$ cat src/rtl/booth_multiplier_if.sv
// Operand/result bundle for the sequential Booth multiplier.
// The master drives operands and observes the product; the multiplier is the slave.
interface booth_multiplier_if #(
  parameter int OPERAND_BITS = 4
);
  logic [OPERAND_BITS-1:0]   mul1;
  logic [OPERAND_BITS-1:0]   mul2;
  logic [2*OPERAND_BITS-1:0] res_out;
  logic [2*OPERAND_BITS-1:0] comp;
  logic                      ready;

  modport master (
    output mul1, mul2,
    input  res_out, comp, ready
  );

  modport slave (
    input  mul1, mul2,
    output res_out, comp, ready
  );
endinterface

$ cat src/rtl/booth_multiplier.sv
// Free-running radix-2 Booth signed multiplier.
// Runs LOAD -> SHIFT x N -> DONE forever. Each DONE edge publishes the Booth
// product together with a behavioural reference product, and pulses ready.
module booth_multiplier #(
  parameter int OPERAND_BITS = 4
) (
  input  logic              clk,
  input  logic              rst,
  booth_multiplier_if.slave bus
);
  localparam int N  = OPERAND_BITS;
  localparam int CW = $clog2(N + 1);

  typedef enum logic [1:0] {LOAD, SHIFT, DONE} state_t;

  state_t state, state_nxt;

  // A is one bit wider than M so that subtracting M = -2^(N-1) cannot overflow.
  logic [N:0]   acc;
  logic [N:0]   mcand;
  logic [N-1:0] q;
  logic         q_m1;
  logic [CW-1:0] count;
  logic [N:0]   acc_sum;
  logic         last_step;

  // Untouched copies of the sampled operands for the reference product.
  logic signed [N-1:0]   cap1, cap2;
  logic signed [2*N-1:0] ext1, ext2, prod_ref;

  assign last_step = (count == CW'(1));
  assign ext1      = {{N{cap1[N-1]}}, cap1};
  assign ext2      = {{N{cap2[N-1]}}, cap2};
  assign prod_ref  = ext1 * ext2;

  // State register.
  always_ff @(posedge clk or posedge rst) begin
    if (rst) state <= LOAD;
    else     state <= state_nxt;
  end

  // Next state: one load cycle, N Booth steps, one publish cycle, repeat.
  always_comb begin
    state_nxt = state;
    case (state)
      LOAD:    state_nxt = SHIFT;
      SHIFT:   if (last_step) state_nxt = DONE;
      DONE:    state_nxt = LOAD;
      default: state_nxt = LOAD;
    endcase
  end

  // Booth add/subtract selected by the current multiplier bit pair {Q0, q-1}.
  always_comb begin
    acc_sum = acc;
    case ({q[0], q_m1})
      2'b01:   acc_sum = acc + mcand;
      2'b10:   acc_sum = acc - mcand;
      default: acc_sum = acc;
    endcase
  end

  // Datapath and registered outputs; reset aborts any operation in flight.
  always_ff @(posedge clk or posedge rst) begin
    if (rst) begin
      acc         <= '0;
      mcand       <= '0;
      q           <= '0;
      q_m1        <= 1'b0;
      count       <= '0;
      cap1        <= '0;
      cap2        <= '0;
      bus.res_out <= '0;
      bus.comp    <= '0;
      bus.ready   <= 1'b0;
    end else begin
      case (state)
        LOAD: begin
          mcand     <= {bus.mul1[N-1], bus.mul1};
          q         <= bus.mul2;
          acc       <= '0;
          q_m1      <= 1'b0;
          count     <= CW'(N);
          cap1      <= bus.mul1;
          cap2      <= bus.mul2;
          bus.ready <= 1'b0;
        end
        SHIFT: begin
          // Arithmetic right shift of {A, Q, q-1}, replicating A's sign bit.
          acc   <= {acc_sum[N], acc_sum[N:1]};
          q     <= {acc_sum[0], q[N-1:1]};
          q_m1  <= q[0];
          count <= count - 1'b1;
        end
        DONE: begin
          bus.res_out <= {acc[N-1:0], q};
          bus.comp    <= prod_ref;
          bus.ready   <= 1'b1;
        end
        default: begin
          bus.ready <= 1'b0;
        end
      endcase
    end
  end
endmodule

$ cat src/flat_wrapper.sv
// flat-port wrapper written by rule: the top's interface ports become plain ports
module booth_multiplier_flat 
#(
  parameter int OPERAND_BITS = 4
)
  (clk, rst, bus_mul1, bus_mul2, bus_res_out, bus_comp, bus_ready);
  booth_multiplier_if #(.OPERAND_BITS(OPERAND_BITS)) bus_i ();
  input  logic clk;
  input  logic rst;
  input wire logic [$bits(bus_i.mul1)-1:0] bus_mul1;
  input wire logic [$bits(bus_i.mul2)-1:0] bus_mul2;
  output wire logic [$bits(bus_i.res_out)-1:0] bus_res_out;
  output wire logic [$bits(bus_i.comp)-1:0] bus_comp;
  output wire logic [$bits(bus_i.ready)-1:0] bus_ready;
  assign bus_i.mul1 = bus_mul1;
  assign bus_i.mul2 = bus_mul2;
  assign bus_res_out = bus_i.res_out;
  assign bus_comp = bus_i.comp;
  assign bus_ready = bus_i.ready;
  booth_multiplier #(.OPERAND_BITS(OPERAND_BITS)) u_core (.clk(clk), .rst(rst), .bus(bus_i));
endmodule
$ cat config.mk
export PLATFORM = sky130hd
export DESIGN_NAME = booth_multiplier_flat
export DESIGN_NICKNAME = d
export VERILOG_FILES = /design/src/rtl/booth_multiplier_if.sv /design/src/rtl/booth_multiplier.sv /design/src/flat_wrapper.sv
export SDC_FILE = /design/constraint.sdc
export NUM_CORES = 1
export LEC_CHECK = 0
export ABC_AREA = 1
export CAP_MARGIN = 20
export CELL_PAD_IN_SITES_DETAIL_PLACEMENT = 0
export CELL_PAD_IN_SITES_GLOBAL_PLACEMENT = 2
export CORE_ASPECT_RATIO = 0.6
export CORE_MARGIN = 8
export CORE_UTILIZATION = 36
export DETAILED_ROUTE_END_ITERATION = 12
export GPL_TIMING_DRIVEN = 0
export PLACE_DENSITY_LB_ADDON = 0.08
export SYNTH_ARGS = -nofsm -noshare
export SYNTH_HDL_FRONTEND = slang
export SYNTH_SLANG_ARGS = --single-unit
$ cat constraint.sdc
create_clock -name clk -period 7.7 [get_ports clk]
set_input_delay 1.54 -clock clk [delete_from_list [all_inputs] [get_ports clk]]
set_output_delay 1.54 -clock clk [all_outputs]
set_load 0.03 [all_outputs]
==> flow_summary_export.csv <==
group,metric,value,unit
drt,drtPass1Iterations,4,
placed_design,gp_congestion,0.7129,
sta,finalHoldViolations,0,
clock_network,clock_tree.buffer_depth,2,
clock_network,htree_levels,2,
pwr,p_leak,1.625,nW
floorplanning,ios,27,
floorplanning,start_util,0.3715,
drt,wl_per_cell,13.08,um
drt,route.vias.total,1848,
grt,grt_overflow,0,
floorplanning,core_area,6648,sq um
synthesis,synthFlopType,"dfrtp_1",
synthesis,synth.top_cell.area_share,0.3951,
grt,first_global_vias,1749,
sta,finalMaxSlewViolations,0,
pwr,p_total,720.9,uW
synthesis,synth_compound_area_frac,0.1008,
worst_setup_path,required,7870,ps
synthesis,synthTopCellsByArea,"dfrtp_1 (40%), nand2_1 (15%), ha_1 (10%)",
drt,ant_nets,0,
cells_and_area,num-fill-cells,687,
grt,track_usage,0.1207,
worst_setup_path,r2r_slack,4130,ps
worst_setup_path,startpoint_type,"flop",
worst_setup_path,critical_path_arrival,3740,ps
clock_network,clkSinkCount,39,
worst_setup_path,cp_common_cell,"nand2_1",
grt,antenna_found_initial,0,
synthesis,async_flop_share,1.000,
sta,tns,0,ps
worst_setup_path,cp_slowest_stage_delay,520,ps
synthesis,synth.area.mux_share,0,
clock_network,cts_root_buffer,"clkbuf_16",
drt,remaining_drc_errors,0,
clock_network,post-cts-setup-buffers,0,
worst_setup_path,worstSetupEndpointType,"flop",
placed_design,dp_hpwl,4416,um
synthesis,synth_fa_ha_area_frac,0.1824,
worst_hold_path,min_path_type,"flop to flop",
cells_and_area,area_growth,21.78,%
cells_and_area,post-route-util,0.4525,
cells_and_area,drive_above_1_share,0.08383,
worst_setup_path,crit_chain,"inv_1 -> nand2_1 -> fa_1 -> fa_1 -> inv_1 -> fa_1 -> ha_1 -> inv_1 -> fa_1 -> inv_1 -> nand3_1 -> nand2_1 -> nand2_1 -> nand2_1 -> nand2_1 -> nand3_1 -> nand2_1",
cells_and_area,final_nets,373,
synthesis,synth_warnings,0,
worst_setup_path,r2r_start,"u_core.cap1[0]",
worst_setup_path,critPathMaxFanout,5,
cells_and_area,antenna_cells,0,
synthesis,yosysMostFrequentCell,"nand2_1",
pwr,ir_drop,0.1199,mV
synthesis,synth_commonest_cells,"nand2_1 (98), inv_1 (51), dfrtp_1 (39), ha_1 (20), nor2_1 (15)",
clock_network,cts_inserted_buffers,5,
clock_network,cts.clk_slew.worst_paths,60,ps
synthesis,synth_cell_types,29,
floorplanning,die_area,9854,sq um
synthesis,syn_area,2470,sq um
drt,viasPerCell,4.390,
placed_design,port_buffers,26,
floorplanning,num_rows,23,
clock_network,clock_latency,280,ps
synthesis,synth-edff-count,0,
clock_network,cts_hold_buf,0,
worst_setup_path,critPathKind,"flop to flop",
sta,setup_viol,0,
synthesis,synth-seq-area-share,0.3951,
sta,fmax,280.0,MHz
sta,rsz0062_at_grt,"no",
synthesis,synth.avg_cell_area,8.233,sq um
clock_network,cts_tree,"done",
worst_setup_path,crit_path_top_delay_cell,"fa_1",
pwr,power.density,239.7,nW/um^2
sta,fin_crit,3572,ps
synthesis,synth_area_leader_cell,"dfrtp_1",
sta,fin_crit_sh,0.4639,
synthesis,syn_nets,340,
placed_design,place_inst,413,
drt,routed_wl,5506,um
worst_setup_path,crit_end,"u_core.bus.comp[7]",
sta,worst_clock_skew,5.308,ps
cells_and_area,layoutNonFillerInstCount,421,
sta,worst_pin_slew,820.1,ps
grt,grt_pass1_wl,9183,um
worst_setup_path,reg2reg_to,"u_core.bus.comp[7]",
drt,drt_iter0_drc,91,
grt,grt_max_degree,40,
floorplanning,dieHeight,80.16,um
worst_setup_path,worst-r2r-cell-count,17,
job,maxCapViolCount,0,
synthesis,synth_top_family_by_area,"simple AND/OR/NAND/NOR gates",
floorplanning,die_w,122.9,um
synthesis,yosys.area_share.xor_xnor,0.003546,
worst_setup_path,startpoint,"u_core.cap1[0]",
sta,max_slew_margin,0.4524,
synthesis,synthSimpleGateAreaFrac,0.2173,
clock_network,ctsResizeCount,0,
run_status,status,"finished, final reports clean",
synthesis,ys_ff_latch,39,
synthesis,syn-instance-count,300,
-- critical path: cells and delay by family (launching register included) --
family        cells  cell delay (ps)
buf+inv           4              370
fa+ha+maj         5             2080
flops             1              440
simple gates      8              590
-- power breakdown --
| part | internal, mW | switching, mW |
|---|---|---|
| clock network | 0.153 | 0.0832 |
| registers | 0.236 | 0.0188 |
| logic | 0.0964 | 0.134 |
-- logic make-up (layout without fill, tap and decap cells) --
logic type                 after synthesis  after routing
and+or+nand+nor                        130            130
AOI/OAI and AO/OA                       41             41
buffers and inverters                   59             93
xor gates and xnor gates                 1              1
adders and majority gates               30             30
DFF                                     39             39
-- metrics by stage --
stage               hold WS (ps)  instance area, sq um  worst slack (ps)
global placement           455.5                  2839              4120
CTS                        477.0                  3008              4094
finish                     473.3                  3008              4128
floorplan                  457.3                  2470              4434
global route               490.6                  3008              3878
detailed placement         463.3                  2839              4117
-- worst min path at each step --
stage | start | endpoint | depth (start not counted)
2_1_floorplan | u_core.count[2] | u_core.count[2] | 1
3_3_place_gp | u_core.bus.comp[2] | u_core.bus.comp[2] | 2
3_5_place_dp | u_core.bus.ready | u_core.bus.ready | 2
4_1_cts | u_core.bus.ready | u_core.bus.ready | 2
5_1_grt | u_core.bus.ready | u_core.bus.ready | 2
6_report | u_core.bus.ready | u_core.bus.ready | 2
-- sequential cells by signal, indices dropped and copies added (netlist names) --
| name | cells |
|---|---|
| u_core.count | 3 |
| u_core.q_m1 | 1 |
| u_core.bus.ready | 1 |
| u_core.acc | 4 |
| u_core.cap2 | 4 |
| u_core.cap1 | 4 |
| u_core.state | 2 |
| u_core.bus.res_out | 8 |
| u_core.bus.comp | 8 |
| u_core.q | 4 |
-- metal layers --
| layer | global-route usage | wire length [um] |
|---|---|---|
| met4 | 0.03628 | 48 |
| met1 | 0.1923 | 3309 |
| met3 | 0.03289 | 231 |
| met5 | 0 | 0 |
| met2 | 0.1469 | 1918 |
-- area by class of cell --
class                   instances  area (sq um)  area share
flip-flops and latches         39         975.9      0.3245
clock inverters                 3         43.79     0.01456
well taps                      87         108.9     0.03619
multi-input cells             202          1245      0.4139
repair buffers                 26         260.3     0.08652
inverters                      55         211.5     0.07030
clock buffers                   5         125.1     0.04160
plain buffers                   4         37.54     0.01248
-- cells in the final DEF, fill, tap and decap left out, types with 2 or more instances in the layout --
cell type,Yosys,routed
a21oi_1,9,9
a31oi_1,2,2
clkbuf_16,0,5
clkdlybuf4s50_1,0,26
dfrtp_1,39,39
fa_1,10,10
ha_1,20,20
inv_1,51,50
inv_2,2,3
inv_4,2,2
nand2_1,98,98
nand3_1,11,11
nor2_1,15,15
o211ai_1,2,2
o21ai_0,14,14
o21ai_1,2,2
o21ai_2,7,7
o22ai_1,3,3
Power figures use the tool's default switching activity.
